===== config.mk =====
export PLATFORM = sky130hd
export DESIGN_NAME = mips_control_flat
export DESIGN_NICKNAME = d
export VERILOG_FILES = /design/src/rtl/mips_pkg.sv /design/src/rtl/mips_control_if.sv /design/src/rtl/control_decode.sv /design/src/rtl/mips_control.sv /design/src/flat_wrapper.sv
export SDC_FILE = /design/constraint.sdc
export NUM_CORES = 1
export LEC_CHECK = 0
export BUFFER_PORTS_ARGS = -buffer_cell sky130_fd_sc_hd__clkbuf_2
export CAP_MARGIN = 5
export CORE_AREA = 8 8 73 75
export DETAILED_ROUTE_END_ITERATION = 8
export DIE_AREA = 0 0 81 83
export PLACE_DENSITY = 0.61
export SYNTH_ARGS = -nofsm -noshare
export SYNTH_HDL_FRONTEND = slang
export SYNTH_SLANG_ARGS = --single-unit

===== constraint.sdc =====
create_clock -name clk -period 0.8 [get_ports clk]
set_input_delay 0.08 -clock clk [delete_from_list [all_inputs] [get_ports clk]]
set_output_delay 0.08 -clock clk [all_outputs]
set_load 0.05 [all_outputs]

===== src/rtl/mips_pkg.sv =====
// Shared definitions for the MIPS control path: opcode and funct encodings,
// ALU operation codes, and the layout of the 23-bit registered control word.
package mips_pkg;

  localparam int CTRL_W  = 23;
  localparam int INSTR_W = 32;

  localparam logic [5:0] OP_NOP   = 6'b000000;
  localparam logic [5:0] OP_RTYPE = 6'b000100;
  localparam logic [5:0] OP_LW    = 6'b000101;
  localparam logic [5:0] OP_SW    = 6'b000110;

  localparam logic [5:0] FUNCT_ADD = 6'b100000;
  localparam logic [5:0] FUNCT_SUB = 6'b100010;
  localparam logic [5:0] FUNCT_MUL = 6'b110010;
  localparam logic [5:0] FUNCT_AND = 6'b100100;
  localparam logic [5:0] FUNCT_OR  = 6'b100101;

  // Bit positions inside the control word.
  localparam int BIT_REG_WRITE  = 22;
  localparam int BIT_MEM_WRITE  = 21;
  localparam int BIT_MEM_TO_REG = 20;
  localparam int BIT_ALU_SRC    = 19;
  localparam int BIT_REG_DST    = 18;
  localparam int LSB_ALU_OP     = 15;
  localparam int LSB_DEST_REG   = 10;
  localparam int LSB_SRC_A      = 5;
  localparam int LSB_SRC_B      = 0;

  typedef enum logic [2:0] {
    ALU_ADD = 3'b000,
    ALU_SUB = 3'b001,
    ALU_MUL = 3'b010,
    ALU_AND = 3'b011,
    ALU_OR  = 3'b100
  } alu_op_e;

  // Field order matches the bit positions above, MSB first.
  typedef struct packed {
    logic       reg_write;
    logic       mem_write;
    logic       mem_to_reg;
    logic       alu_src;
    logic       reg_dst;
    alu_op_e    alu_op;
    logic [4:0] dest_reg;
    logic [4:0] src_a;
    logic [4:0] src_b;
  } ctrl_t;

endpackage


===== src/rtl/mips_control_if.sv =====
// Instruction-in / control-word-out bundle between fetch and the decoder.
//   in  : 32-bit instruction word (driven by fetch / master)
//   out : 23-bit registered control word (driven by decoder / slave)
interface mips_control_if;
  import mips_pkg::*;

  logic [INSTR_W-1:0] in;
  logic [CTRL_W-1:0]  out;

  modport master (output in, input  out);
  modport slave  (input  in, output out);
endinterface


===== src/rtl/control_decode.sv =====
// Combinational instruction decoder.
//   instr : 32-bit instruction word
//   ctrl  : next control word; all-zero (NOP) for illegal encodings
module control_decode
  import mips_pkg::*;
(
  input  logic [INSTR_W-1:0] instr,
  output logic [CTRL_W-1:0]  ctrl
);

  logic [5:0] opcode;
  logic [4:0] rs, rt, rd;
  logic [5:0] funct;
  ctrl_t      ctrl_s;
  logic       unused_shamt;

  assign opcode = instr[31:26];
  assign rs     = instr[25:21];
  assign rt     = instr[20:16];
  assign rd     = instr[15:11];
  assign funct  = instr[5:0];

  // Shift amount is not part of the control word.
  assign unused_shamt = ^instr[10:6];

  always_comb begin
    // NOTE: the all-zero default covers every path, so no latch is inferred
    // and any unmatched encoding falls out as a NOP.
    ctrl_s = '0;
    unique case (opcode)
      OP_LW: begin
        ctrl_s.reg_write  = 1'b1;
        ctrl_s.mem_to_reg = 1'b1;
        ctrl_s.alu_src    = 1'b1;
        ctrl_s.alu_op     = ALU_ADD;
        ctrl_s.dest_reg   = rt;
        ctrl_s.src_a      = rs;
      end
      OP_SW: begin
        ctrl_s.mem_write = 1'b1;
        ctrl_s.alu_src   = 1'b1;
        ctrl_s.alu_op    = ALU_ADD;
        ctrl_s.src_a     = rs;
        ctrl_s.src_b     = rt;
      end
      OP_RTYPE: begin
        // Populate the R-type fields only for a recognised funct; an
        // unknown funct must leave the whole word at NOP.
        if (funct inside {FUNCT_ADD, FUNCT_SUB, FUNCT_MUL, FUNCT_AND, FUNCT_OR}) begin
          ctrl_s.reg_write = 1'b1;
          ctrl_s.reg_dst   = 1'b1;
          ctrl_s.dest_reg  = rd;
          ctrl_s.src_a     = rs;
          ctrl_s.src_b     = rt;
          unique case (funct)
            FUNCT_SUB: ctrl_s.alu_op = ALU_SUB;
            FUNCT_MUL: ctrl_s.alu_op = ALU_MUL;
            FUNCT_AND: ctrl_s.alu_op = ALU_AND;
            FUNCT_OR:  ctrl_s.alu_op = ALU_OR;
            default:   ctrl_s.alu_op = ALU_ADD;
          endcase
        end
      end
      default: ctrl_s = '0;
    endcase
  end

  assign ctrl = ctrl_s;

endmodule


===== src/rtl/mips_control.sv =====
// MIPS main control: combinational decode followed by a 23-bit output
// register, one cycle of latency from instruction to control word.
//   clk : rising-edge clock
//   rst : asynchronous active-high reset, clears the control word
//   bus : slave side of mips_control_if (in = instruction, out = control)
module mips_control
  import mips_pkg::*;
(
  input  logic          clk,
  input  logic          rst,
  mips_control_if.slave bus
);

  logic [CTRL_W-1:0] out_d;
  logic [CTRL_W-1:0] out_q;

  control_decode u_decode (
    .instr (bus.in),
    .ctrl  (out_d)
  );

  always_ff @(posedge clk or posedge rst) begin
    // NOTE: non-blocking assignment so every flop samples pre-edge values.
    if (rst) out_q <= '0;
    else     out_q <= out_d;
  end

  assign bus.out = out_q;

endmodule


===== src/flat_wrapper.sv =====
// flat-port wrapper written by rule: the top's interface ports become plain ports
module mips_control_flat import mips_pkg::*;
  (clk, rst, bus_in, bus_out);
  mips_control_if bus_i ();
  input  logic clk;
  input  logic rst;
  input wire logic [$bits(bus_i.in)-1:0] bus_in;
  output wire logic [$bits(bus_i.out)-1:0] bus_out;
  assign bus_i.in = bus_in;
  assign bus_out = bus_i.out;
  mips_control u_core (.clk(clk), .rst(rst), .bus(bus_i));
endmodule

==> impl_metrics.ini, run 1 <==
[status]
status = complete, but fails checks
violations = setup timing

[logic_synthesis]
synthXorXnorAreaFrac_pct = 1.74
ys_seq_area_share_pct = 57.3
synth.avg_cell_area_um2 = 11.5
yosys.area.top_type = dfrtp_1
synth_flop_cell = dfrtp_1
yosysMostFrequentCell = dfrtp_1
synth.distinct_cells = 29
synth-simple-area-share_pct = 25.4
synth_common_cells = 23 x dfrtp_1, 16 x nand3_1, 6 x a21oi_1, 5 x o211a_1
syn_area_um2 = 1000
synth_compound_area_share_pct = 11.2
syn_nets = 121
ys_ff_latch = 23
yosysTopAreaCellShare_pct = 57.3
yosys.area_share.adder_pct = 0
async_flop_share_pct = 100
yosys-mux-area-fraction_pct = 0.996
synthTopCellsByArea = dfrtp_1 57%, nand3_1 8.0%, o211a_1 5.0%, a21oi_1 3.0%, nor4b_4 2.4%
yosys_warnings = 0
synth_top_family_by_area = simple AND/OR/NAND/NOR gates
synth_edf_count = 0
syn_inst = 87

[cells_and_area]
drive_above_1_share_pct = 57.8
seqCellArea_um2 = 576
fin_cells = 206
multi_input_area_um2 = 467
largest_reg_flops = 23
syn2layout_area_growth_pct = 79.9
final_cell_area_um2 = 1810
fill_cells = 436
nets = 189
diodes = 0

[routing]
vias_per_cell = 4.37
wirelength_um = 2840
wl_per_cell_um = 13.8
drc = 0
dr.pass1.iters = 4
dr.first_iter.drc_count = 24
ant_nets = 0
vias = 901

[global_routing]
grt_max_degree = 24
grt_pass1_vias = 1005
grt_pass1_wl_um = 4610
grt_use_total_pct = 8.60
antenna_found_initial = 0
grt_overflow = 0

[power_and_ir_drop]
pwr-share-clk_pct = 30.4
pwr-share-seq_pct = 52.9
p_switching_uw = 524
intPower_uw = 1700
power_frac_comb_pct = 16.7
total_power_uw = 2220
leakagePower_uw = 0.000898
switching_share_pct = 23.6
power.density_nw_per_um2 = 1230
ir_drop_mv = 0.521

[placed_design]
post-dp-hpwl_um = 2410
place_area_um2 = 1470
port_buffers = 51
dp.cells = 200
routabilityCongestion = 0.808

[min_path]
hold_start = bus_in[24]
hold_end = u_core.bus.out[8]$_DFF_PP0_
holdCritPathClass = in -> reg
hold_path_depth = 3

[clocking]
clockBufferDepth = 2
htree_levels = 1
cts.sinks = 23
clk_pin_slew_ps = 70
cts_made_buffers = 3
root_buffer = clkbuf_8
cts_tree = built

[die]
die_w_um = 81
core_area_um2 = 4200
initial_core_util_pct = 23.9
die_h_um = 83
rows = 24
dieArea_um2 = 6720
io-pin-count = 57

[timing]
grt_setup_unrepaired = yes
min_period_over_period_pct = 117
setup_violations = 31
tightest_slew_ps = 312
layout_setup_ws_ps = -137
clock.fmax_ghz = 1.07
finalHoldViolations = 0
fin_setup_tns_ps = -2500
drv_slew = 0
slew-limit-headroom_pct = 79.1
period_minus_slack_ps = 937

[critical_path]
crit_path_max_incr_delay_ps = 610
crit_required_ps = 990
worstPathArrival_ps = 1130
crit_fanout = 6
path_buf_inv = 1
cpLargestDelayFamily = simple AND/OR/NAND/NOR gates
start_kind = input port
crit_slowest_cell = or4b_4
crit_type = in -> reg
crit_chain = buf_8 > or4b_4 > nor2_8 > o211a_1
end_kind = flip-flop

[job]
drv_cap = 0
==> tightest hold or removal path: stages <==
cell and delay (ps):
clkbuf_2 90, nand3_2 60, a21oi_1 30
==> worst max path at each step <==
| stage | from | to | slack, ps | depth (start not counted) |
|---|---|---|---|---|
| 2_1_floorplan | bus_in[29] | u_core.bus.out[0]$_DFF_PP0_ | -190 | 3 |
| 3_3_place_gp | bus_in[29] | u_core.bus.out[1]$_DFF_PP0_ | -340 | 4 |
| 3_5_place_dp | bus_in[29] | u_core.bus.out[4]$_DFF_PP0_ | -370 | 4 |
| 4_1_cts | u_core.bus.out[18]$_DFF_PP0_ | bus_out[18] | -120 | 1 |
| 5_1_grt | bus_in[30] | u_core.bus.out[4]$_DFF_PP0_ | -150 | 4 |
| 6_report | bus_in[30] | u_core.bus.out[4]$_DFF_PP0_ | -140 | 4 |
==> through the flow <==
step / util (%) / hold slack (ps) / setup slack [ps]
2_1_floorplan: - / 81.9 / -189
3_3_place_gp: 34.9 / 106 / -336
3_5_place_dp: 34.9 / 117 / -373
4_1_cts: 41.8 / 36.0 / -120
5_1_grt: 43.0 / 40.1 / -149
6_report: 43.0 / 38.9 / -137
==> power groups by stage <==
stage / clock, µW / combinational [µW] / sequential [µW]
2_1_floorplan: 0 / 124 / 1230
3_3_place_gp: 0 / 320 / 1200
3_5_place_dp: 0 / 332 / 1200
4_1_cts: 708 / 360 / 1170
5_1_grt: 771 / 402 / 1180
6_report: 676 / 371 / 1180
==> what timing repair did <==
item                                    CTS  global route
hold buffers                              1             0
pin swaps                                 7             6
hold endpoints to repair                 23             0
endpoints found under the setup margin   42            42
gates resized for setup                  50            31
gates cloned                              0             0
buffers inserted                          1             0
==> per-layer routing <==
layer / share of wire [%] / GRT usage (%) / up-vias
met1: 35 / 8.85 / 424
met2: 56 / 15.7 / 33
li1: - / - / 442
met4: 1.2 / 3.41 / 0
met3: 7.8 / 2.26 / 2
met5: 0 / 0 / -
==> cell usage in the layout (no fill, tap or decap), types with 2 or more instances in the layout <==
| cell | n |
|---|---|
| and2_1 | 2 |
| buf_4 | 16 |
| nand3_1 | 6 |
| nand3_2 | 10 |
| o211a_1 | 5 |
| dfrtp_1 | 23 |
| clkbuf_8 | 4 |
| a21oi_1 | 6 |
| nor2_1 | 3 |
| o21ai_1 | 5 |
| xnor2_1 | 2 |
| buf_6 | 2 |
| nor4_2 | 2 |
| clkbuf_2 | 25 |
| nor2b_1 | 2 |
| buf_8 | 24 |
==> cell families after synthesis <==
kind of cell / Yosys count
XOR/XNOR: 2
AO/OA/AOI/OAI: 17
flip-flops: 23
buffers and inverters: 7
AND/OR/NAND/NOR: 37
multiplexers: 1
==> area by class of cell <==
class                   instances  share of cell area, %
clock buffers                   4                   2.49
repair buffers                 69                   36.1
multi-input cells              57                   25.8
flip-flops and latches         23                   31.8
inverters                       1                  0.208
well taps                      52                   3.60
No activity file was read; power rests on OpenSTA's default activity.
==> inputs of run 2 (changes only) <==
--- a/config.mk
+++ b/config.mk
@@ -11,6 +11,7 @@
 export DETAILED_ROUTE_END_ITERATION = 8
 export DIE_AREA = 0 0 81 83
 export PLACE_DENSITY = 0.61
+export SKIP_CTS_REPAIR_TIMING = 1
 export SYNTH_ARGS = -nofsm -noshare
 export SYNTH_HDL_FRONTEND = slang
 export SYNTH_SLANG_ARGS = --single-unit
==> impl_metrics.ini, run 2 (synthesized netlist as in run 1, its figures left out) <==
[status]
status = complete, but fails checks
violations = setup timing

[global_routing]
grt_overflow = 0
grt_pass1_vias = 1005
gr-max-usage-layer = met2
met3_usage_pct = 2.59
grt_pass1_wl_um = 4570
grt_use_total_pct = 8.56
grt_max_degree = 24
grtUsageMet2_pct = 14.9
met1_usage_pct = 9.23
antenna_found_initial = 0

[die]
initial_core_util_pct = 23.9
dieArea_um2 = 6720
io-pin-count = 57
rows = 24
core_area_um2 = 4200
die_h_um = 83
die_w_um = 81

[critical_path]
worstPathArrival_ps = 1100
crit_chain = buf_8 > or4b_4 > nor2_8 > o211a_1
cp-startpoint = bus_in[30]
crit_type = in -> reg
crit_fanout = 6
end_kind = flip-flop
start_kind = input port
crit_slowest_cell = or4b_4
crit_required_ps = 990
critPathCapture = u_core.bus.out[4]$_DFF_PP0_
crit_path_max_incr_delay_ps = 600

[cells_and_area]
drive_above_1_share_pct = 57.8
diodes = 0
syn2layout_area_growth_pct = 70.0
layout_common_cells = 26 x clkbuf_2, 25 x buf_6, 23 x dfrtp_1, 16 x buf_4, 10 x nand3_2
fill_cells = 440
final_common_cell = clkbuf_2
nets = 189
fin_util_pct = 40.6
largest_reg_flops = 23
fin_cells = 206

[timing]
grt_setup_unrepaired = yes
clock.fmax_ghz = 1.11
min_period_over_period_pct = 113
finalHoldViolations = 0
fin_hold_ws_ps = 39.1
layout_setup_ws_ps = -104
tightest_slew_ps = 312
slew-limit-headroom_pct = 79.1
drv_slew = 0
period_minus_slack_ps = 904
setup_violations = 31
fin_setup_tns_ps = -2060

[placed_design]
routabilityCongestion = 0.808
port_buffers = 51
dp.cells = 200
post-dp-hpwl_um = 2410

[power_and_ir_drop]
ir_drop_mv = 0.513
total_power_uw = 2210
leakagePower_uw = 0.000871
power.density_nw_per_um2 = 1290

[clocking]
cts_tree = built
cts_made_buffers = 3
clk_pin_slew_ps = 80
cts.sinks = 23
clockBufferDepth = 2
htree_levels = 1
root_buffer = clkbuf_8

[min_path]
holdCritPathClass = in -> reg

[routing]
vias = 898
dr.first_iter.drc_count = 23
ant_nets = 0
wl_per_cell_um = 13.6
wirelength_um = 2810
dr.pass1.iters = 4
drc = 0
vias_per_cell = 4.36

[job]
drv_cap = 0
-- run 2: cell counts in the layout (fill, tap and decap cells not counted) --
No cell type changed its count.
-- run 2: worst min path at each step --
stage | startpoint | to | slack [ps] | cells past startpoint
final | bus_in[24] | u_core.bus.out[8]$_DFF_PP0_ | 40 | 3
after global routing | bus_in[25] | u_core.bus.out[9]$_DFF_PP0_ | 40 | 3
after CTS | rst | u_core.bus.out[11]$_DFF_PP0_ | -160 | 3
after detailed placement | rst | u_core.bus.out[11]$_DFF_PP0_ | 120 | 3
after global placement | rst | u_core.bus.out[11]$_DFF_PP0_ | 110 | 3
after floorplan | rst | u_core.bus.out[0]$_DFF_PP0_ | 80 | 1
-- run 2: report_power, final --
group / switching [µW] / leakage [µW] / internal [µW]
clock network: 326 / 0.0000228 / 354
logic: 194 / 0.000528 / 164
registers: 3.96 / 0.000320 / 1170
total: 524 / 0.000871 / 1690
-- run 2: layout make-up --
cell class	count	area, µm²	share of cell area, %
Multi-Input combinational cell	57	462	27.0
Sequential cell	23	576	33.7
Tap cell	52	65.1	3.81
Inverter	1	3.75	0.220
Clock buffer	4	45.0	2.64
Timing Repair Buffer	69	557	32.6
-- run 2: layer usage --
metal,routed length [µm],vias up
met5,0,-
met4,34,0
li1,-,444
met2,1510,32
met3,221,2
met1,1040,420
-- run 2: critical path: cells and delay by family --
kind | cells | cell delay, ps
AOI/OAI and AO/OA | 1 | 160
and+or+nand+nor | 2 | 760
buffers and inverters | 1 | 100
-- run 2: per-stage QoR --
stage          area, µm²  setup slack, ps
2_1_floorplan       1060             -189
3_3_place_gp        1470             -336
3_5_place_dp        1470             -373
4_1_cts             1510             -177
5_1_grt             1710             -135
6_report            1710             -104
==> inputs of run 3 (changes only) <==
--- a/config.mk
+++ b/config.mk
@@ -5,12 +5,13 @@
 export SDC_FILE = /design/constraint.sdc
 export NUM_CORES = 1
 export LEC_CHECK = 0
+export ABC_AREA = 1
 export BUFFER_PORTS_ARGS = -buffer_cell sky130_fd_sc_hd__clkbuf_2
 export CAP_MARGIN = 5
-export CORE_AREA = 8 8 73 75
+export CORE_AREA = 8 8 74 76
 export DETAILED_ROUTE_END_ITERATION = 8
-export DIE_AREA = 0 0 81 83
-export PLACE_DENSITY = 0.61
+export DIE_AREA = 0 0 82 84
+export PLACE_DENSITY = 0.6
 export SKIP_CTS_REPAIR_TIMING = 1
 export SYNTH_ARGS = -nofsm -noshare
 export SYNTH_HDL_FRONTEND = slang
==> impl_metrics.ini, run 3 <==
[placed_design]
post-dp-hpwl_um = 2170
place_area_um2 = 1390
routabilityCongestion = 0.742
port_buffers = 51

[global_routing]
met1_usage_pct = 8.14
grt_use_total_pct = 7.66
grt_pass1_vias = 940
antenna_found_initial = 0
met3_usage_pct = 3.34
gr-max-usage-layer = met2
grtUsageMet2_pct = 12.6
grt_max_degree = 24
grt_pass1_wl_um = 4140
grt_overflow = 0

[routing]
wirelength_um = 2480
vias_per_cell = 3.97
dr.pass1.iters = 4
drc = 0
dr.first_iter.drc_count = 25
vias = 870
ant_nets = 0
wl_per_cell_um = 11.3

[timing]
tightest_slew_ps = 285
drv_slew = 0
layout_setup_ws_ps = -72.1
fin_hold_ws_ps = 18.6
grt_setup_unrepaired = yes
period_minus_slack_ps = 872
slew-limit-headroom_pct = 81.0
finalHoldViolations = 0
setup_violations = 23
clock.fmax_ghz = 1.15
min_period_over_period_pct = 109

[logic_synthesis]
synth_compound_area_share_pct = 0.732
synth_top_family_by_area = simple AND/OR/NAND/NOR gates
synth_flop_cell = dfrtp_1
async_flop_share_pct = 100
ys_ff_latch = 23
yosysTopAreaCellShare_pct = 56.1
yosys.area_share.adder_pct = 0
ys_seq_area_share_pct = 56.1
syn_inst = 105
syn_nets = 139
synthXorXnorAreaFrac_pct = 0
synth-simple-area-share_pct = 37.0
synth_common_cells = 34 x nand2_1, 23 x dfrtp_1, 17 x inv_1, 9 x nand3_1, 5 x nand2_4
syn_area_um2 = 1030
yosys.area.top_type = dfrtp_1
yosys_warnings = 0
synth_edf_count = 0
synth.avg_cell_area_um2 = 9.77
yosys-mux-area-fraction_pct = 0
yosysMostFrequentCell = nand2_1
synth.distinct_cells = 15
synthTopCellsByArea = dfrtp_1 56%, nand2_1 12%, inv_1 6.2%, nand2_4 5.5%, nand3_1 4.4%

[clocking]
root_buffer = clkbuf_8
clk_pin_slew_ps = 70
htree_levels = 1
cts.sinks = 23
clockBufferDepth = 2
cts_made_buffers = 3
cts_tree = built

[critical_path]
end_kind = primary output
worstPathArrival_ps = 790
crit_path_max_incr_delay_ps = 390
crit_fanout = 1
crit_type = reg -> out
start_kind = flip-flop
path_buf_inv = 1
crit_required_ps = 720
crit_slowest_cell = dfrtp_1
crit_chain = buf_6
cpLargestDelayFamily = flip-flops

[die]
die_w_um = 82
io-pin-count = 57
initial_core_util_pct = 24.1
dieArea_um2 = 6890
core_area_um2 = 4260
rows = 24
die_h_um = 84

[cells_and_area]
fill_cells = 444
final_common_cell = nand2_1
syn2layout_area_growth_pct = 55.5
nets = 202
largest_reg_flops = 23
layout_common_cells = 33 x nand2_1, 28 x clkbuf_2, 23 x buf_6, 23 x dfrtp_1, 16 x inv_1
drive_above_1_share_pct = 46.1
final_cell_area_um2 = 1600
diodes = 0

[power_and_ir_drop]
ir_drop_mv = 0.673
leakagePower_uw = 0.00101
power.density_nw_per_um2 = 1320

[job]
drv_cap = 0

[status]
violations = setup timing
status = complete, but fails checks

[min_path]
holdCritPathClass = in -> reg
run 3: cell count changes after synthesis, sizes merged, moves of 4 or more:
cell	before	now
nand3	17	12
o211a	5	0
a21oi	6	0
buf	4	0
nand2	1	39
inv	1	17
nor2	5	9
o21ai	5	0
run 3: kinds of logic after synthesis:
logic type,after synthesis
buffers and inverters,17
AO/OA/AOI/OAI,1
AND/OR/NAND/NOR,64
flip-flops,23
run 3: report_power, final:
group / internal [µW] / switching (µW)
registers: 1170 / 4.04
clock network: 353 / 314
logic: 103 / 154
total: 1630 / 473
run 3: area by class of cell:
class	instances	area [µm²]	area share (%)
Clock buffer	4	45.0	2.82
Timing Repair Buffer	58	454	28.5
Multi-Input combinational cell	65	392	24.5
Sequential cell	23	576	36.1
Tap cell	52	65.1	4.08
Inverter	17	63.8	4.00
run 3: path summary, 6_finish.rpt:
path	startpoint	cells past startpoint	endpoint
setup / recovery	u_core.bus.out[10]$_DFF_PP0_	1	bus_out[10]
hold / removal	bus_in[14]	3	u_core.bus.out[13]$_DFF_PP0_
max in group asynchronous	rst	4	u_core.bus.out[3]$_DFF_PP0_
min in group asynchronous	rst	4	u_core.bus.out[22]$_DFF_PP0_
run 3: routing by layer:
metal	share of wire, %	up-vias	routed length [µm]
li1	-	445	-
met1	37	387	916
met2	50	36	1240
met3	12	2	294
met4	1.4	0	34
met5	0	-	0
run 3: per-stage QoR:
stage                     utilization, %  total power (µW)  worst slack (ps)  std cells  setup TNS [ps]
after floorplan                        -              1320              4.73        105               0
after global placement              32.6              1440              -150        214           -2370
after detailed placement            32.6              1440              -173        214           -2690
after CTS                           33.7              2130              -169        218           -3410
after global routing                37.4              2240              -121        219           -2380
final                               37.4              2100             -72.1        219           -1390
